File: src/rtl/square_field.sv
// ============================================================================
// Module   : square_field
// Purpose  : Falling-square positions, per-update catch/miss judging and
//            erase/draw rasterisation of every square to the pixel interface.
// Revision : 1.0  initial release
// ============================================================================
`default_nettype none

module square_field #(
   parameter int         N_SQUARES = 4,
   parameter int         SIZE      = 4,
   parameter int         STEP      = 1,
   parameter int         SCREEN_W  = 160,
   parameter int         SCREEN_H  = 120,
   parameter int         CATCHER_W = 16,
   parameter logic [2:0] SQ_COLOUR = 3'b100,
   parameter logic [2:0] BG_COLOUR = 3'b000
) (
   input  logic       clock,
   input  logic       reset,
   input  logic       update,
   input  logic       draw_squares,
   input  logic [7:0] catcher_x,
   output logic [7:0] x_out,
   output logic [6:0] y_out,
   output logic [2:0] colour,
   output logic       pixel_valid,
   output logic       finish_drawing_squares,
   output logic [3:0] catch_count,
   output logic [3:0] miss_count,
   output logic       stats_valid
);

   localparam int         c_idx_w = (N_SQUARES > 1) ? $clog2(N_SQUARES) : 1;
   localparam int         c_off_w = (SIZE > 1) ? $clog2(SIZE) : 1;
   localparam logic [7:0] c_span  = 8'(SCREEN_W - SIZE);

   typedef enum logic [1:0] {IDLE, ERASE, DRAW, DONE} state_t;

   state_t              r_state, w_state_nxt;
   logic [c_idx_w-1:0]  r_s, w_s_nxt;
   logic [c_off_w-1:0]  r_px, r_py, w_px_nxt, w_py_nxt;
   logic [7:0]          r_lfsr;
   logic [7:0]          r_x      [N_SQUARES];
   logic [6:0]          r_y      [N_SQUARES];
   logic [7:0]          r_prev_x [N_SQUARES];
   logic [6:0]          r_prev_y [N_SQUARES];

   logic                w_emit, w_erase, w_last_pix, w_save_prev, w_finish_nxt;
   logic                w_upd;
   logic [7:0]          w_src_x;
   logic [6:0]          w_src_y;

   logic [7:0]          r_pix_x;
   logic [6:0]          r_pix_y;
   logic [2:0]          r_colour;
   logic                r_valid, r_finish, r_stats_valid;
   logic [3:0]          r_catch, r_miss;

   logic [7:0]          w_rot    [N_SQUARES];
   logic [8:0]          w_bottom [N_SQUARES];
   logic [8:0]          w_left   [N_SQUARES];
   logic [7:0]          w_new_x  [N_SQUARES];
   logic [6:0]          w_new_y  [N_SQUARES];
   logic [N_SQUARES-1:0] w_land, w_hit;
   logic [3:0]          w_catch_cnt, w_miss_cnt;

   assign w_upd      = update && (r_state == IDLE);
   assign w_last_pix = (r_px == c_off_w'(SIZE - 1)) && (r_py == c_off_w'(SIZE - 1));

   // IDLE doubles as the first erase cycle so the first pixel leaves one cycle after the request.
   always_comb begin
      w_state_nxt  = r_state;
      w_s_nxt      = r_s;
      w_px_nxt     = r_px;
      w_py_nxt     = r_py;
      w_emit       = 1'b0;
      w_erase      = 1'b0;
      w_save_prev  = 1'b0;
      w_finish_nxt = 1'b0;
      case (r_state)
         IDLE, ERASE: begin
            if (r_state == ERASE || draw_squares) begin
               w_emit  = 1'b1;
               w_erase = 1'b1;
               if (w_last_pix) begin
                  w_px_nxt    = '0;
                  w_py_nxt    = '0;
                  w_state_nxt = DRAW;
               end else begin
                  w_state_nxt = ERASE;
                  if (r_px == c_off_w'(SIZE - 1)) begin
                     w_px_nxt = '0;
                     w_py_nxt = r_py + c_off_w'(1);
                  end else begin
                     w_px_nxt = r_px + c_off_w'(1);
                  end
               end
            end
         end
         DRAW: begin
            w_emit = 1'b1;
            if (w_last_pix) begin
               w_save_prev = 1'b1;
               w_px_nxt    = '0;
               w_py_nxt    = '0;
               if (r_s == c_idx_w'(N_SQUARES - 1)) begin
                  w_s_nxt     = '0;
                  w_state_nxt = DONE;
               end else begin
                  w_s_nxt     = r_s + c_idx_w'(1);
                  w_state_nxt = ERASE;
               end
            end else if (r_px == c_off_w'(SIZE - 1)) begin
               w_px_nxt = '0;
               w_py_nxt = r_py + c_off_w'(1);
            end else begin
               w_px_nxt = r_px + c_off_w'(1);
            end
         end
         DONE: begin
            // finish is always shown for at least one cycle before returning to IDLE
            w_finish_nxt = !(r_finish && !draw_squares);
            if (r_finish && !draw_squares) begin
               w_state_nxt = IDLE;
            end
         end
         default: w_state_nxt = IDLE;
      endcase
   end

   assign w_src_x = w_erase ? r_prev_x[r_s] : r_x[r_s];
   assign w_src_y = w_erase ? r_prev_y[r_s] : r_y[r_s];

   always_comb begin
      w_catch_cnt = '0;
      w_miss_cnt  = '0;
      for (int i = 0; i < N_SQUARES; i++) begin
         w_rot[i]    = (r_lfsr << i) | (r_lfsr >> (8 - i));
         w_bottom[i] = {2'b00, r_y[i]} + 9'(STEP) + 9'(SIZE);
         w_land[i]   = w_bottom[i] > 9'(SCREEN_H);
         w_left[i]   = {1'b0, r_x[i]};
         w_hit[i]    = ((w_left[i] + 9'(SIZE)) > {1'b0, catcher_x}) &&
                       (w_left[i] < ({1'b0, catcher_x} + 9'(CATCHER_W)));
         w_new_x[i]  = r_x[i];
         w_new_y[i]  = r_y[i] + 7'(STEP);
         if (w_land[i]) begin
            w_new_x[i] = (w_rot[i] >= c_span) ? (w_rot[i] - c_span) : w_rot[i];
            w_new_y[i] = '0;
            if (w_hit[i]) begin
               w_catch_cnt = w_catch_cnt + 4'd1;
            end else begin
               w_miss_cnt = w_miss_cnt + 4'd1;
            end
         end
      end
   end

   always_ff @(posedge clock or negedge reset) begin
      if (!reset) begin
         r_state       <= IDLE;
         r_s           <= '0;
         r_px          <= '0;
         r_py          <= '0;
         r_lfsr        <= 8'hA5;
         r_pix_x       <= '0;
         r_pix_y       <= '0;
         r_colour      <= '0;
         r_valid       <= 1'b0;
         r_finish      <= 1'b0;
         r_stats_valid <= 1'b0;
         r_catch       <= '0;
         r_miss        <= '0;
         for (int i = 0; i < N_SQUARES; i++) begin
            r_x[i]      <= 8'(i * (SCREEN_W / N_SQUARES));
            r_y[i]      <= 7'(i * (SCREEN_H / N_SQUARES));
            r_prev_x[i] <= 8'(i * (SCREEN_W / N_SQUARES));
            r_prev_y[i] <= 7'(i * (SCREEN_H / N_SQUARES));
         end
      end else begin
         r_lfsr   <= {r_lfsr[6:0], r_lfsr[7] ^ r_lfsr[5] ^ r_lfsr[4] ^ r_lfsr[3]};
         r_state  <= w_state_nxt;
         r_s      <= w_s_nxt;
         r_px     <= w_px_nxt;
         r_py     <= w_py_nxt;
         r_valid  <= w_emit;
         r_finish <= w_finish_nxt;
         if (w_emit) begin
            r_pix_x  <= w_src_x + 8'(r_px);
            r_pix_y  <= w_src_y + 7'(r_py);
            r_colour <= w_erase ? BG_COLOUR : SQ_COLOUR;
         end
         if (w_save_prev) begin
            r_prev_x[r_s] <= r_x[r_s];
            r_prev_y[r_s] <= r_y[r_s];
         end
         r_stats_valid <= w_upd;
         if (w_upd) begin
            r_catch <= w_catch_cnt;
            r_miss  <= w_miss_cnt;
            for (int i = 0; i < N_SQUARES; i++) begin
               r_x[i] <= w_new_x[i];
               r_y[i] <= w_new_y[i];
            end
         end
      end
   end

   assign x_out                  = r_pix_x;
   assign y_out                  = r_pix_y;
   assign colour                 = r_colour;
   assign pixel_valid            = r_valid;
   assign finish_drawing_squares = r_finish;
   assign catch_count            = r_catch;
   assign miss_count             = r_miss;
   assign stats_valid            = r_stats_valid;

endmodule

`default_nettype wire

File: config.mk
export PLATFORM = sky130hd
export DESIGN_NAME = square_field
export DESIGN_NICKNAME = d
export VERILOG_FILES = /design/src/rtl/square_field.sv
export SDC_FILE = /design/constraint.sdc
export NUM_CORES = 1
export LEC_CHECK = 0
export CORE_MARGIN = 1
export CORE_UTILIZATION = 35
export CTS_BUF_LIST = sky130_fd_sc_hd__clkbuf_16
export CTS_CLUSTER_SIZE = 24
export DETAILED_ROUTE_END_ITERATION = 6
export GPL_TIMING_DRIVEN = 0
export PLACE_DENSITY_LB_ADDON = 0.3
export SLEW_MARGIN = 20
export SYNTH_ARGS = -nofsm -noshare
export SYNTH_HDL_FRONTEND = slang
export SYNTH_SLANG_ARGS = --single-unit
File: constraint.sdc
create_clock -name clock -period 5 [get_ports clock]
set_input_delay 1 -clock clock [delete_from_list [all_inputs] [get_ports clock]]
set_output_delay 1 -clock clock [all_outputs]
set_load 0.02 [all_outputs]
==> run_results.csv, run 1 <==
group,metric,value,unit
synthesis,yosysTopAreaCellShare,28.93,%
floorplanning,coreArea,28860,um^2
critical_path,end_kind,"register",
timing,skew,0.01383,ns
min_path,hold_depth,0,
final_layout,area_delta_synth_final,15.03,%
synthesis,synth_area,10290,um^2
floorplanning,io_pins,41,
critical_path,path_buf_inv,3,
pwr,power_density,308.3,nW/um^2
synthesis,synth_flop_cell,"dfrtp_1",
routing,routed_via_density,5.206,
routing,drt_pass1_iterations,6,
floorplanning,initial_core_util,35.67,%
final_layout,final_cells,1438,
synthesis,ys_seq_elements,163,
clock_tree,cts_root_buf,"clkbuf_16",
final_layout,n_antenna_cell,0,
critical_path,rr_endpoint,"x_out[6]$_DFFE_PN0P_",
global_route,grt_pass1_vias,7427,
timing,worstMarginPinSlew,0.9079,ns
synthesis,synth_area_per_cell,10.55,um^2
critical_path,critPathTopFamily,"compound AO/OA/AOI/OAI gates",
synthesis,synth_common_cells,"nand2_1 (140), dfrtp_1 (119), ha_1 (92), o21ai_0 (92), mux2_2 (71)",
routing,antenna_left,0,
synthesis,synth_most_common_cell,"nand2_1",
min_path,hold_end,"r_lfsr[7]$_DFF_PN1_",
placed_design,post-dp-hpwl,18070,um
synthesis,async_flop_share,100.0,%
routing,post_drt_wl_per_cell,17.15,um
floorplanning,die_w,173.5,um
status,status,"finished, final reports clean",
pwr,ir_drop,173.9,uV
critical_path,critPathLaunchType,"input pin",
timing,drv_slew,0,
final_layout,num-nets-final,1147,
critical_path,cp_cell_sequence,"clkdlybuf4s50_1, clkinvlp_4, buf_4, ha_1, nor2b_1, a211oi_1, nor4_1, o21ai_1, o22a_1, ha_1, mux2_2, ha_1, mux2_2, ha_1, nand3_1, xnor2_1, o21ai_0",
global_route,grt_pass1_wl,40790,um
clock_tree,clockBufferDepth,2,
clock_tree,htree_levels,4,
global_route,grtUsageTotal,17.33,%
critical_path,crit_fanout,7,
critical_path,critPathMaxStageDelay,0.50,ns
synthesis,synth_cells,976,
timing,setup_viol,0,
clock_tree,clkSinkCount,163,
job,maxCapViolCount,0,
timing,finalCriticalPeriod,4.821,ns
synthesis,ys_types,74,
routing,drt_iter0_markers,538,
placed_design,dp.cells,1400,
placed_design,portBuffers,38,
critical_path,crit_top_cell,"ha_1",
synthesis,synth-edff-count,0,
clock_tree,clkSlewWorstSetupHoldPaths,0.07,ns
final_layout,utilization,41.04,%
timing,fin_hold_ws,0.3788,ns
clock_tree,cts_tree,"built",
placed_design,routabilityCongestion,0.8360,
critical_path,ff2ff_setup_slack,0.70,ns
global_route,grt_remaining_overflow,0,
pwr,leakage,5.221,nW
critical_path,r2r-start,"r_s[1]$_DFFE_PN0P_",
critical_path,cp_slowest_cell,"clkdlybuf4s50_1",
final_layout,drive_gt1_share,20.02,%
routing,drt-total-wl,24670,um
clock_tree,clkLatencyLatePin,0.44,ns
synthesis,yosysSeqAreaShare,40.16,%
routing,vias,7486,
critical_path,ff2ff_path_depth,11,
critical_path,critPathKind,"input pin to register",
floorplanning,fp-row-count,62,
floorplanning,die-area,30100,um^2
min_path,hold_class,"register to register",
min_path,holdCritStartpoint,"r_lfsr[6]$_DFF_PN0_",
critical_path,crit_arrival,5.12,ns
clock_tree,postCtsHoldBufs,0,
global_route,antenna_found_initial,0,
synthesis,yosys-top-cells-area,"dfrtp_1 (29%), dfstp_2 (11%), ha_1 (11%), mux2_2 (7.8%), mux4_2 (6.3%)",
routing,drc,0,
timing,finalHoldViolations,0,
floorplanning,die_h,173.5,um
timing,fmax,207.4,MHz
timing,slew_headroom,38.97,%
final_layout,fillCellCount,2838,
timing,fin_tns_setup,0,ns
global_route,grt_max_degree,93,
synthesis,synth_top_cell_by_area,"dfrtp_1",
critical_path,crit_required,5.30,ns
clock_tree,numCtsBuffers,17,
synthesis,yosysWarnings,0,
timing,period_share,96.42,%
-- sequential cells by signal, summed over array words and instances (netlist names), 2 cells and up --
register     cells
r_x             32
r_prev_y        28
r_prev_x        32
r_y             28
y_out            7
x_out            8
r_state          2
r_s              2
r_py             2
r_lfsr           8
miss_count       4
r_px             2
catch_count      4
-- placed cells by master, fill, tap and decap left out, types with 11 or more instances in the layout --
cell type / n
ha_1: 91
inv_1: 35
a21oi_1: 32
nand2_1: 140
mux4_2: 29
clkbuf_1: 30
nor2_1: 24
o21ai_0: 90
mux2i_1: 16
clkbuf_16: 17
xnor2_1: 32
clkdlybuf4s50_1: 36
nand2b_1: 14
nand4_1: 11
and3_1: 12
dfrtp_1: 119
o21a_1: 13
mux2_2: 71
nand3_1: 33
dfstp_2: 44
xor2_1: 18
-- kinds of logic after synthesis --
logic type | after synthesis | synth area share [%]
buf+inv | 77 | 3.196
other cells | 1 | 0.03643
fa+ha+maj | 94 | 11.57
compound gates | 196 | 11.95
simple gates | 275 | 12.46
mux | 117 | 15.92
flops | 163 | 40.16
xor+xnor | 53 | 4.716
-- through the flow --
step / instance area, um^2 / total power [mW] / setup WS (ns)
CTS: 11760 / 3.691 / 0.06117
global placement: 11160 / 2.396 / -4.070
finish: 11840 / 3.651 / 0.1788
global route: 11840 / 3.864 / -0.001505
floorplan: 10300 / 2.118 / 0.6306
detailed placement: 11200 / 2.414 / -0.4703
-- per-layer routing --
layer | routed length (um) | vias up | part of all wire, % | GRT usage [%]
met1 | 12020 | 3667 | 49 | 24.48
met2 | 11420 | 135 | 46 | 27.43
met5 | 0 | - | 0 | 0
met4 | 326 | 0 | 1.3 | 5.015
met3 | 905 | 26 | 3.7 | 2.654
li1 | - | 3658 | - | -
-- where the power goes --
part	total [mW]	internal, mW	switching (mW)
Sequential	1.55	1.44	0.116
Clock	1.26	0.688	0.574
Combinational	0.834	0.347	0.486
-- layout make-up --
class                           count  area [um^2]  area share [%]
Buffer                             41        193.9           1.638
Clock buffer                       17        425.4           3.592
Timing Repair Buffer               45        460.4           3.888
Clock inverter                     15        130.1           1.099
Sequential cell                   163         4134           34.91
Multi-Input combinational cell    737         5879           49.65
Tap cell                          384        480.5           4.057
Inverter                           36        138.9           1.173
-- timing repair --
action                                  in CTS  in global routing
endpoints found under the setup margin       2                  3
setup buffers                                0                  6
resized for setup                            1                  8
-- worst register-to-register path: cells and delay by family (launching register included) --
family / cells / cell delay, ns
XOR/XNOR: 1 / 0.14
AND/OR/NAND/NOR: 2 / 0.26
AO/OA/AOI/OAI: 1 / 0.09
flip-flops: 1 / 0.54
adder cells (fa/ha/maj): 2 / 0.61
multiplexers: 2 / 0.82
buffers and inverters: 3 / 1.74
-- worst max-delay path by stage --
stage                                      endpoint    startpoint  slack (ns)  cells past startpoint
after global routing      miss_count[2]$_DFFE_PN0P_  catcher_x[2]      -0.002                     17
after floorplan           miss_count[1]$_DFFE_PN0P_  catcher_x[2]        0.63                     16
after CTS                 miss_count[2]$_DFFE_PN0P_  catcher_x[2]        0.06                     18
after global placement    miss_count[3]$_DFFE_PN0P_         reset       -4.07                      1
after detailed placement  miss_count[1]$_DFFE_PN0P_  catcher_x[4]       -0.47                     15
final                     miss_count[2]$_DFFE_PN0P_  catcher_x[2]        0.18                     17
No activity file was read; power rests on OpenSTA's default activity.
==> run 2: changes to the inputs <==
GPL_TIMING_DRIVEN = not set   (was 0)
PLACE_DENSITY_LB_ADDON = not set   (was 0.3)
==> run_results.csv, run 2 (synthesized netlist as in run 1, its figures left out) <==
group,metric,value,unit
status,status,"finished, final reports clean",
clock_tree,ctsResizeCount,0,
pwr,leakage,5.225,nW
routing,drt_pass1_iterations,4,
global_route,grt_pass1_vias,7303,
placed_design,portBuffers,38,
routing,post_drt_wl_per_cell,16.66,um
global_route,antenna_found_initial,0,
clock_tree,postCtsSetupRepairBufs,0,
critical_path,critPathLaunchType,"input pin",
final_layout,fillCellCount,2812,
timing,worstMarginPinSlew,1.062,ns
floorplanning,initial_core_util,35.67,%
final_layout,top_regs,"r_prev_x: 32 flops, r_x: 32 flops",
final_layout,mostFrequentLayoutCell,"nand2_1",
global_route,met3_usage,2.741,%
clock_tree,htree_levels,4,
timing,slew_headroom,28.60,%
global_route,grt_remaining_overflow,0,
global_route,use_met1,23.40,%
final_layout,num-nets-final,1122,
min_path,hold_class,"register to register",
clock_tree,clkLatencyLatePin,0.44,ns
global_route,gr-usage-met2,25.74,%
clock_tree,clockBufferDepth,2,
timing,period_share,91.89,%
floorplanning,die-area,30100,um^2
timing,fmax,217.6,MHz
routing,antenna_left,0,
timing,setup_viol,0,
floorplanning,die_h,173.5,um
placed_design,placed_cell_area,11150,um^2
final_layout,n_antenna_cell,0,
critical_path,crit_required,5.28,ns
job,maxCapViolCount,0,
floorplanning,io_pins,41,
routing,routed_via_density,5.252,
pwr,ir_drop,227.9,uV
final_layout,area_delta_synth_final,14.13,%
global_route,grt_max_degree,105,
clock_tree,cts_root_buf,"clkbuf_16",
placed_design,post-dp-hpwl,17190,um
timing,drv_slew,0,
global_route,grtUsageTotal,16.38,%
routing,drc,0,
clock_tree,clkSinkCount,163,
final_layout,mostFrequentLayoutCells,"nand2_1 (140), dfrtp_1 (118), o21ai_0 (92), ha_1 (92), mux2_2 (71)",
final_layout,drive_gt1_share,21.19,%
timing,rsz0062_at_grt,"no",
clock_tree,clkSlewWorstSetupHoldPaths,0.07,ns
floorplanning,coreArea,28860,um^2
routing,drt_iter0_markers,432,
pwr,power_density,314.0,nW/um^2
placed_design,dp.cells,1381,
floorplanning,die_w,173.5,um
final_layout,seqCellArea,4135,um^2
timing,skew,0.01714,ns
critical_path,crit_arrival,4.88,ns
global_route,top_usage_layer,"met2",
clock_tree,numCtsBuffers,17,
critical_path,critPathKind,"input pin to register",
timing,finalHoldViolations,0,
global_route,grt_pass1_wl,39250,um
placed_design,routabilityCongestion,0.9151,
timing,finalCriticalPeriod,4.595,ns
final_layout,design_area,11750,um^2
critical_path,crit_fanout,2,
final_layout,multiInputGateArea,5846,um^2
floorplanning,fp-row-count,62,
routing,drt-total-wl,23530,um
final_layout,final_cells,1413,
routing,vias,7421,
critical_path,end_kind,"register",
clock_tree,cts_tree,"built",
clock_tree,postCtsHoldBufs,0,
[run 2: cell types whose count changed in the layout (fill, tap and decap cells not counted), moves of 2 or more]
cell | previous run | this run
clkbuf_1 | 30 | 0
buf_4 | 9 | 23
buf_2 | 4 | 0
clkinvlp_4 | 4 | 1
inv_6 | 6 | 3
inv_8 | 0 | 3
dlymetal6s2s_1 | 2 | 0
o21ai_0 | 90 | 92
o21ai_1 | 3 | 1
[run 2: layout make-up]
class | count | share of cell area [%]
Clock buffer | 17 | 3.620
Clock inverter | 15 | 1.480
Inverter | 36 | 1.150
Multi-Input combinational cell | 737 | 49.75
Sequential cell | 163 | 35.19
Tap cell | 384 | 4.089
Timing Repair Buffer | 61 | 4.717
[run 2: critical path, cell delays in order]
cell,delay [ns]
clkdlybuf4s50_1,0.45
inv_1,0.05
ha_1,0.30
nand2b_1,0.10
a21boi_0,0.10
o21a_1,0.18
o21a_1,0.16
o21a_1,0.16
o21a_1,0.16
o21a_1,0.18
o311ai_0,0.28
buf_4,0.18
ha_1,0.22
mux2_2,0.28
ha_1,0.29
mux2_2,0.28
ha_1,0.29
mux2i_1,0.11
o21ai_0,0.10
[run 2: final timing paths]
| kind | from | endpoint | slack, ns | cells after the start |
|---|---|---|---|---|
| worst max-delay path | catcher_x[1] | miss_count[1]$_DFFE_PN0P_ | 0.41 | 19 |
| worst min-delay path | y_out[0]$_DFFE_PN0P_ | y_out[0]$_DFFE_PN0P_ | 0.47 | 2 |
| worst max register to register | r_x[19]$_DFFE_PN1P_ | miss_count[1]$_DFFE_PN0P_ | 0.87 | 16 |
| worst min register to register | y_out[0]$_DFFE_PN0P_ | y_out[0]$_DFFE_PN0P_ | 0.47 | 2 |
| max in group asynchronous | reset | r_lfsr[7]$_DFF_PN1_ | 3.25 | 2 |
| min in group asynchronous | reset | x_out[5]$_DFFE_PN0P_ | 0.67 | 1 |
[run 2: power by group]
| group | internal, mW | switching, mW |
|---|---|---|
| logic | 0.344 | 0.410 |
| registers | 1.44 | 0.163 |
| clock network | 0.752 | 0.581 |
| total | 2.53 | 1.15 |
[run 2: through the flow]
step                      setup WS [ns]  util (%)  TNS [ns]  power [mW]  hold WS (ns)
after floorplan                  0.6306         -         0       2.118        0.3528
after global placement          0.04195     38.64         0       2.370        0.4590
after detailed placement       -0.03331     38.64  -0.04637       2.387        0.4617
after CTS                        0.4068     40.72         0       3.728        0.4792
after global routing             0.1816     40.72         0       3.896        0.4779
final                            0.4054     40.72         0       3.689        0.4712
[run 2: per-layer routing]
layer / wire, um / up-vias
li1: - / 3604
met1: 11730 / 3678
met2: 10700 / 120
met3: 801 / 19
met4: 302 / 0
met5: 0 / -
